**config.mk**
```make
export PLATFORM = sky130hd
export DESIGN_NAME = mw_cook_timer
export DESIGN_NICKNAME = d
export VERILOG_FILES = /design/src/rtl/mw_pkg.sv /design/src/rtl/mw_bcd_time.sv /design/src/rtl/mw_cook_timer.sv
export SDC_FILE = /design/constraint.sdc
export NUM_CORES = 1
export LEC_CHECK = 0
export BUFFER_PORTS_ARGS = -buffer_cell sky130_fd_sc_hd__buf_4
export CORE_MARGIN = 5
export CORE_UTILIZATION = 62
export DETAILED_ROUTE_END_ITERATION = 12
export GPL_ROUTABILITY_DRIVEN = 0
export GPL_TIMING_DRIVEN = 1
export PLACE_DENSITY_LB_ADDON = 0.08
export SLEW_MARGIN = 20
export SYNTH_ARGS = -nofsm -noshare
export SYNTH_HDL_FRONTEND = slang
export SYNTH_SLANG_ARGS = --single-unit
```
**constraint.sdc**
```tcl
create_clock -name clk -period 6.7 [get_ports clk]
set_input_delay 0.67 -clock clk [delete_from_list [all_inputs] [get_ports clk]]
set_output_delay 0.67 -clock clk [all_outputs]
set_load 0.02 [all_outputs]
```
**src/rtl/mw_pkg.sv**
```systemverilog
// ============================================================================
// mw_pkg : shared state encodings and BCD limits for the microwave cook timer
// Revision: 1.0
// ============================================================================
`default_nettype none

package mw_pkg;

  typedef enum logic [2:0] {
    ST_IDLE  = 3'd0,
    ST_SET   = 3'd1,
    ST_COOK  = 3'd2,
    ST_PAUSE = 3'd3,
    ST_DONE  = 3'd4
  } mw_state_e;

  localparam logic [3:0] BCD_MAX_DIGIT     = 4'd9;
  localparam logic [3:0] BCD_MAX_TENS      = 4'd5;
  localparam int         TICKS_PER_SEC_DEF = 100;

  function automatic logic is_bcd_digit(input logic [3:0] d);
    return d <= BCD_MAX_DIGIT;
  endfunction

endpackage

`default_nettype wire

```
**src/rtl/mw_bcd_time.sv**
```systemverilog
// ============================================================================
// mw_bcd_time : four-digit mm:ss BCD register with clear, shift-in, decrement
// Revision: 1.0
// ============================================================================
`default_nettype none

module mw_bcd_time
  import mw_pkg::*;
(
  input  logic       clk,
  input  logic       rstn,
  input  logic       clr,
  input  logic       shift_en,
  input  logic [3:0] shift_digit,
  input  logic       dec_en,
  output logic [3:0] min_tens,
  output logic [3:0] min_ones,
  output logic [3:0] sec_tens,
  output logic [3:0] sec_ones,
  output logic       is_zero,
  output logic       will_be_zero
);

  logic [3:0] mt_q, mt_d;
  logic [3:0] mo_q, mo_d;
  logic [3:0] st_q, st_d;
  logic [3:0] so_q, so_d;

  always_comb begin
    mt_d = mt_q;
    mo_d = mo_q;
    st_d = st_q;
    so_d = so_q;
    if (clr) begin
      mt_d = '0;
      mo_d = '0;
      st_d = '0;
      so_d = '0;
    end else if (dec_en) begin
      // Borrow ripples leftwards; seconds refill to 59 even if entered as e.g. 75.
      if (so_q != 4'd0) begin
        so_d = so_q - 4'd1;
      end else if (st_q != 4'd0) begin
        st_d = st_q - 4'd1;
        so_d = BCD_MAX_DIGIT;
      end else if (mo_q != 4'd0) begin
        mo_d = mo_q - 4'd1;
        st_d = BCD_MAX_TENS;
        so_d = BCD_MAX_DIGIT;
      end else begin
        mt_d = mt_q - 4'd1;
        mo_d = BCD_MAX_DIGIT;
        st_d = BCD_MAX_TENS;
        so_d = BCD_MAX_DIGIT;
      end
    end else if (shift_en) begin
      mt_d = mo_q;
      mo_d = st_q;
      st_d = so_q;
      so_d = shift_digit;
    end
  end

  always_ff @(posedge clk or negedge rstn) begin
    if (!rstn) begin
      mt_q <= '0;
      mo_q <= '0;
      st_q <= '0;
      so_q <= '0;
    end else begin
      mt_q <= mt_d;
      mo_q <= mo_d;
      st_q <= st_d;
      so_q <= so_d;
    end
  end

  assign min_tens     = mt_q;
  assign min_ones     = mo_q;
  assign sec_tens     = st_q;
  assign sec_ones     = so_q;
  assign is_zero      = (mt_q == 4'd0) && (mo_q == 4'd0) && (st_q == 4'd0) && (so_q == 4'd0);
  assign will_be_zero = (mt_q == 4'd0) && (mo_q == 4'd0) && (st_q == 4'd0) && (so_q == 4'd1);

endmodule

`default_nettype wire

```
**src/rtl/mw_cook_timer.sv**
```systemverilog
// ============================================================================
// mw_cook_timer : keypad-loaded mm:ss countdown with cook/pause/done FSM.
// Optional MW_DONE_BEEP_EN adds a `beep` output for BEEP_SECS after DONE.
// Revision: 1.0
// ============================================================================
`default_nettype none

module mw_cook_timer
  import mw_pkg::*;
#(
  parameter int TICKS_PER_SEC = TICKS_PER_SEC_DEF,
  parameter int TICK_W        = 16
`ifdef MW_DONE_BEEP_EN
  ,
  parameter int BEEP_SECS     = 3
`endif
) (
  input  logic       clk,
  input  logic       rstn,
  input  logic       startn,
  input  logic       stopn,
  input  logic       clearn,
  input  logic       door_closed,
  input  logic       digit_valid,
  input  logic [3:0] digit,
  output logic       mag,
  output logic       timer_done,
  output logic [3:0] min_tens,
  output logic [3:0] min_ones,
  output logic [3:0] sec_tens,
  output logic [3:0] sec_ones,
`ifdef MW_DONE_BEEP_EN
  output logic       beep,
`endif
  output logic [2:0] state
);

  mw_state_e   state_q, state_d;
  logic [TICK_W-1:0] presc_q, presc_d;
  logic        mag_q, mag_d;
  logic        done_q, done_d;
  logic        startn_q, stopn_q, clearn_q;

  logic        time_clr, time_shift, time_dec;
  logic        is_zero, will_be_zero;

  logic        start_press, stop_press, clear_press;
  logic        digit_ok, shift_nonzero, tick;

`ifdef MW_DONE_BEEP_EN
  localparam int BEEP_CYC = BEEP_SECS * TICKS_PER_SEC;
  localparam int BEEP_W   = $clog2(BEEP_CYC + 1);
  logic              beep_q, beep_d;
  logic [BEEP_W-1:0] beep_cnt_q, beep_cnt_d;
`endif

  assign start_press   = startn_q & ~startn;
  assign stop_press    = stopn_q  & ~stopn;
  assign clear_press   = clearn_q & ~clearn;
  assign digit_ok      = digit_valid && is_bcd_digit(digit);
  assign shift_nonzero = |{min_ones, sec_tens, sec_ones, digit};
  assign tick          = (presc_q == TICK_W'(TICKS_PER_SEC - 1));

  mw_bcd_time u_time (
    .clk         (clk),
    .rstn        (rstn),
    .clr         (time_clr),
    .shift_en    (time_shift),
    .shift_digit (digit),
    .dec_en      (time_dec),
    .min_tens    (min_tens),
    .min_ones    (min_ones),
    .sec_tens    (sec_tens),
    .sec_ones    (sec_ones),
    .is_zero     (is_zero),
    .will_be_zero(will_be_zero)
  );

  // Priority: clear > stop > door open > start > tick > digit.
  always_comb begin
    state_d    = state_q;
    presc_d    = presc_q;
    done_d     = 1'b0;
    time_clr   = 1'b0;
    time_shift = 1'b0;
    time_dec   = 1'b0;
    if (clear_press) begin
      state_d  = ST_IDLE;
      time_clr = 1'b1;
    end else begin
      case (state_q)
        ST_IDLE, ST_SET: begin
          if (state_q == ST_SET && start_press && door_closed && !is_zero) begin
            state_d = ST_COOK;
            presc_d = '0;
          end else if (digit_ok) begin
            time_shift = 1'b1;
            state_d    = shift_nonzero ? ST_SET : ST_IDLE;
          end
        end
        ST_COOK: begin
          if (stop_press || !door_closed) begin
            state_d = ST_PAUSE;
          end else if (tick) begin
            presc_d  = '0;
            time_dec = 1'b1;
            if (will_be_zero) begin
              state_d = ST_DONE;
              done_d  = 1'b1;
            end
          end else begin
            presc_d = presc_q + TICK_W'(1);
          end
        end
        ST_PAUSE: begin
          if (stop_press) begin
            state_d  = ST_IDLE;
            time_clr = 1'b1;
          end else if (start_press && door_closed) begin
            state_d = ST_COOK;
            presc_d = '0;
          end
        end
        ST_DONE: begin
          if (stop_press || !door_closed) begin
            state_d = ST_IDLE;
          end
        end
        default: begin
          state_d  = ST_IDLE;
          time_clr = 1'b1;
        end
      endcase
    end
    mag_d = (state_d == ST_COOK);
  end

`ifdef MW_DONE_BEEP_EN
  // Beep runs from DONE entry for BEEP_CYC cycles; leaving DONE cuts it short.
  always_comb begin
    beep_d     = 1'b0;
    beep_cnt_d = beep_cnt_q;
    if (state_d == ST_DONE) begin
      if (state_q != ST_DONE) begin
        beep_d     = 1'b1;
        beep_cnt_d = BEEP_W'(BEEP_CYC - 1);
      end else if (beep_cnt_q != '0) begin
        beep_d     = beep_q;
        beep_cnt_d = beep_cnt_q - BEEP_W'(1);
      end
    end
  end
`endif

  always_ff @(posedge clk or negedge rstn) begin
    if (!rstn) begin
      state_q    <= ST_IDLE;
      presc_q    <= '0;
      mag_q      <= 1'b0;
      done_q     <= 1'b0;
      startn_q   <= 1'b1;
      stopn_q    <= 1'b1;
      clearn_q   <= 1'b1;
`ifdef MW_DONE_BEEP_EN
      beep_q     <= 1'b0;
      beep_cnt_q <= '0;
`endif
    end else begin
      state_q    <= state_d;
      presc_q    <= presc_d;
      mag_q      <= mag_d;
      done_q     <= done_d;
      startn_q   <= startn;
      stopn_q    <= stopn;
      clearn_q   <= clearn;
`ifdef MW_DONE_BEEP_EN
      beep_q     <= beep_d;
      beep_cnt_q <= beep_cnt_d;
`endif
    end
  end

  assign mag        = mag_q;
  assign timer_done = done_q;
  assign state      = state_q;
`ifdef MW_DONE_BEEP_EN
  assign beep       = beep_q;
`endif

endmodule

`default_nettype wire

```
==> qor.yml, run 1 <==
sta:
  relSlewSlack: 0.569
  tightest_slew_ps: 642
  min_period_over_period: 0.378
  fmax_mhz: 395
  finalSetupViolCount: 0
  fin_tns_setup_ps: 0
  finalHoldViolCount: 0
  rsz0062_at_grt: "false"
  fin_crit_ps: 2530
  layout_setup_ws_ps: 4170
  fin_worst_skew_ps: 12.0
  drv_slew: 0
  timing.hold.ws_ps: 339
synth:
  synthAdderAreaFrac: 0.0107
  synth_edf_count: 0
  synth_xor_area_frac: 0
  synth_top_family_by_area: "simple AND/OR/NAND/NOR gates"
  syn-cell-area_um2: 2340
  synth_mux_area_frac: 0.00427
  synthArstFlopShare: 1.00
  ys_ff_latch: 40
  syn_avg_cell_area_um2: 8.64
  synthFlopType: "dfrtp_1"
  yosys_warnings: 0
  synth_cells: 271
  synthDistinctLibCells: 57
  synthSimpleGateAreaFrac: 0.298
  synth_compound_area_frac: 0.225
  syn-num-nets: 284
  yosysSeqAreaShare: 0.429
hold_path:
  hold_class: "in2async"
setup_path:
  critPathLaunchType: "flop"
  end_kind: "flop"
  cp_max_fo: 11
  slowest_delay_ps: 500
  critPathRequiredTime_ps: 6870
  crit_chain: "inv_1 -> ha_1 -> or4b_4 -> nor4_4 -> o21a_4 -> nor3_2 -> o21bai_1 -> a221o_1"
  worstPathArrival_ps: 2710
  crit_slowest_cell: "or4b_4"
  crit_type: "reg2reg"
floorplanning:
  rows: 22
  die-area_um2: 5110
  initial_core_util: 0.640
  core_um2: 3660
  io_pins: 32
  die_w_um: 71.5
  die_h_um: 71.5
global_route:
  antenna_found_initial: 0
  grt_use_total: 0.231
  grt_pass1_wl_um: 9420
  grt_max_degree: 41
  grt-ovfl-total: 0
  grt_pass1_vias: 2006
layout:
  diodes: 0
  syn_to_final_growth_pct: 14.8
  postLayoutCoreUtil: 0.734
  drive_gt1_frac: 0.196
  layout.nets: 313
drt:
  ant_nets: 0
  drc_errors: 0
  routed_wl_um: 5500
  vias: 2169
  viasPerCell: 6.21
  dr.pass1.iters: 4
  drtIter0Drc: 343
  wl_per_cell_um: 15.8
clock_tree:
  cts_num_sinks: 40
  post_cts_resized: 0
  cts_max_level: 2
  cts_buffers: 5
  cts_hold_buf: 0
  postCtsSetupBuffers: 0
  clk_path_buf_depth: 2
  root_buffer: "clkbuf_8"
  cts_tree: "yes"
  worstSkewPairLatency_ps: 300
  clk_transition_reported_paths_ps: 80
power:
  power.total_mw: 0.956
  leakage_nw: 1.18
  ir_drop_mv: 0.231
  cellPowerDensity_nw_per_um2: 355
placed_design:
  dp_hpwl_um: 3900
  place_ws_ps: 4120
  io_buffers: 31
status:
  status: "completed"
flow_run:
  cap_violations: 0
==> flip-flops by register name, summed over array words and instances, names as in the netlist, 3 cells and up <==
name and flops:
state 3, u_time.sec_tens 4, u_time.min_tens 4, u_time.sec_ones 4, u_time.min_ones 4, presc_q 16
==> cells in the final DEF (no fill, tap or decap), drive strengths merged, types with 8 or more instances in the layout <==
master and instances:
nor3 18, inv 8, nor2 29, clkbuf 8
o21ai 40, a21oi 16, nor4 8, nand2 30
dfrtp 37, buf 31, nand3 8
==> worst max-delay path: cells and delay by family (launching register included) <==
family / cells / cell delay [ps]
and+or+nand+nor: 3 / 1020
AOI/OAI and AO/OA: 3 / 740
DFF: 1 / 420
adders and majority gates: 1 / 160
buffers and inverters: 1 / 80
==> per-stage QoR <==
step	instances	cell area [um^2]
2_1_floorplan	271	2340
3_3_place_gp	341	2590
3_5_place_dp	341	2590
4_1_cts	349	2690
5_1_grt	349	2690
6_report	349	2690
==> report_power, final <==
| part | internal (mW) | switching, mW |
|---|---|---|
| clock network | 0.0940 | 0.0820 |
| registers | 0.299 | 0.0870 |
| logic | 0.160 | 0.234 |
==> area by class of cell <==
type	count	area, um^2
clock buffers	8	100
fillers	300	972
inverters	8	30.0
multi-input cells	214	1260
flip-flops and latches	40	1000
well taps	48	60.1
repair buffers	31	233
==> synth_stat cells, types with 5 or more instances <==
cell type | instances | area share
nand3_1 | 8 | 0.017
dfrtp_1 | 37 | 0.40
a21oi_1 | 15 | 0.032
o21ai_1 | 13 | 0.028
nand2b_1 | 5 | 0.013
nor4_1 | 5 | 0.013
o21ai_0 | 26 | 0.056
nor2_1 | 29 | 0.046
nand2_1 | 30 | 0.048
inv_1 | 8 | 0.013
or2_2 | 5 | 0.013
nor3_1 | 16 | 0.034
==> layer usage <==
| layer | vias up | wire length [um] | GRT usage |
|---|---|---|---|
| li1 | 1058 | - | - |
| met3 | 8 | 371 | 0.0533 |
| met4 | 0 | 67 | 0.0814 |
| met5 | - | 0 | 0 |
| met2 | 101 | 2720 | 0.366 |
| met1 | 1002 | 2350 | 0.311 |
==> path summary, 6_finish.rpt <==
path                                          from            endpoint  slack, ps  cells past startpoint
max in group asynchronous                     rstn            startn_q       5990                      1
worst min-delay path                          rstn         presc_q[10]        340                      1
worst max register to register  u_time.min_tens[0]  u_time.min_tens[0]       4170                      8
worst max-delay path            u_time.min_tens[0]  u_time.min_tens[0]       4170                      8
worst min register to register         presc_q[11]         presc_q[11]        500                      1
min in group clk                            clearn            clearn_q        490                      1
==> kinds of logic after synthesis <==
group,count (synthesis)
AOI/OAI and AO/OA,84
adders and majority gates,2
buffers and inverters,17
DFF,40
muxes,1
and+or+nand+nor,127
Power figures use the tool's default switching activity.
==> inputs of run 2 (changes only) <==
- CORE_UTILIZATION: 62 -> 57
- clock period: 6.7 -> 2.54 ns (I/O delays scaled with it)
==> qor.yml, run 2 (synthesis gave the netlist of run 1 again) <==
setup_path:
  worstReg2RegStart: "u_time.min_tens[1]"
  worstPathArrival_ps: 2620
  crit_chain: "inv_1 -> ha_1 -> or4b_4 -> nor4_4 -> buf_4 -> o21ai_2 -> nor3_4 -> a221o_1"
  reg2reg_depth: 8
  cp_max_fo: 7
  reg2reg_to: "u_time.min_tens[0]"
  slowest_delay_ps: 500
  critPathRequiredTime_ps: 2780
  crit_slowest_cell: "or4b_4"
  critPathTopFamily: "simple AND/OR/NAND/NOR gates"
  critPathBufInv: 2
  critPathLaunchType: "flop"
  end_kind: "flop"
  rrSetupSlack_ps: 160
  crit_type: "reg2reg"
sta:
  drv_slew: 0
  finalSetupViolCount: 0
  fin_worst_skew_ps: 9.73
  finalHoldViolCount: 0
  rsz0062_at_grt: "false"
  fin_crit_ps: 2380
  fin_tns_setup_ps: 0
  fmax_mhz: 420
  tightest_slew_ps: 638
  min_period_over_period: 0.937
  relSlewSlack: 0.572
clock_tree:
  worstSkewPairLatency_ps: 300
  cts_num_sinks: 40
  postCtsSetupBuffers: 0
  cts_max_level: 2
  post_cts_resized: 0
  root_buffer: "clkbuf_8"
  clk_transition_reported_paths_ps: 80
  clk_path_buf_depth: 2
  cts_hold_buf: 1
  cts_buffers: 5
  cts_tree: "yes"
power:
  leakage_nw: 1.26
  ir_drop_mv: 0.449
  cellPowerDensity_nw_per_um2: 928
layout:
  diodes: 0
  final_cell_mix: "48 x buf_4, 37 x dfrtp_1, 30 x nand2_1, 29 x nor2_1, 26 x o21ai_0"
  layout.nets: 331
  syn_to_final_growth_pct: 20.4
  drive_gt1_frac: 0.235
  regMostFlops: "presc_q"
  final_common_cell: "buf_4"
  postLayoutCoreUtil: 0.705
  largest_register_ffs: 16
status:
  status: "completed"
drt:
  wl_per_cell_um: 16.3
  drtIter0Drc: 228
  vias: 2332
  routed_wl_um: 6030
  dr.pass1.iters: 5
  ant_nets: 0
  viasPerCell: 6.32
  drc_errors: 0
hold_path:
  min_delay_path_depth: 1
  hold_path_startpoint: "clearn"
  min_to: "clearn_q"
  hold_class: "in2reg"
floorplanning:
  die-area_um2: 5490
  initial_core_util: 0.586
  die_w_um: 74.1
  die_h_um: 74.1
  io_pins: 32
  core_um2: 4000
  rows: 23
global_route:
  antenna_found_initial: 0
  grt_max_degree: 41
  grt_use_total: 0.242
  grt_pass1_vias: 2220
  grt-ovfl-total: 0
  grt_pass1_wl_um: 10400
placed_design:
  io_buffers: 31
  dp_hpwl_um: 4350
flow_run:
  cap_violations: 0
-- run 2: cell count changes in the layout (fill, tap and decap cells not counted) --
cell	previous run	this run
clkbuf_8	7	6
clkbuf_1	1	2
dlygate4sd3_1	0	1
buf_4	31	48
-- run 2: how the worst max path moves through the flow --
stage,startpoint,end,slack [ps],cells after the start
after CTS,u_time.min_tens[1],u_time.min_tens[0],160,8
after global placement,u_time.min_tens[1],u_time.min_tens[0],240,8
after global routing,u_time.min_tens[1],u_time.min_tens[0],3,8
after floorplan,u_time.min_tens[0],u_time.min_tens[0],170,8
final,u_time.min_tens[1],u_time.min_tens[0],160,8
after detailed placement,u_time.min_tens[1],u_time.min_tens[0],160,8
-- run 2: through the flow --
| step | setup slack [ps] | cell area [um^2] | instances | total power, mW | hold slack [ps] |
|---|---|---|---|---|---|
| 2_1_floorplan | 168 | 2340 | 271 | 1.73 | -41.6 |
| 3_3_place_gp | 242 | 2720 | 360 | 2.14 | 258 |
| 3_5_place_dp | 163 | 2720 | 360 | 2.17 | 263 |
| 4_1_cts | 159 | 2820 | 369 | 2.62 | 64.5 |
| 5_1_grt | 2.65 | 2820 | 369 | 2.80 | 61.7 |
| 6_report | 160 | 2820 | 369 | 2.62 | 71.6 |
-- run 2: final cells by class --
cell class                      instances  area, um^2
Fill cell                             330        1180
Multi-Input combinational cell        214        1260
Timing Repair Buffer                   49         370
Clock buffer                            8        90.1
Sequential cell                        40        1000
Tap cell                               50        62.6
Inverter                                8        30.0
-- run 2: per-layer routing --
layer  vias up  track usage  part of all wire
li1       1085            -                 -
met1      1116        0.300              0.41
met2       112        0.416              0.50
met3        19       0.0514             0.066
met4         0       0.0865             0.020
met5         -            0                 0
-- run 2: worst register-to-register path, stage by stage, from the launching register on --
cell,delay [ps]
dfrtp_1,420
inv_1,70
ha_1,150
or4b_4,500
nor4_4,320
buf_4,170
o21ai_2,100
nor3_4,370
a221o_1,230
-- run 2: report_power, final --
group / switching, mW / internal, mW / leakage, nW
Combinational: 0.718 / 0.497 / 0.687
Clock: 0.222 / 0.222 / 0.0455
Sequential: 0.170 / 0.788 / 0.527
Total: 1.11 / 1.51 / 1.26
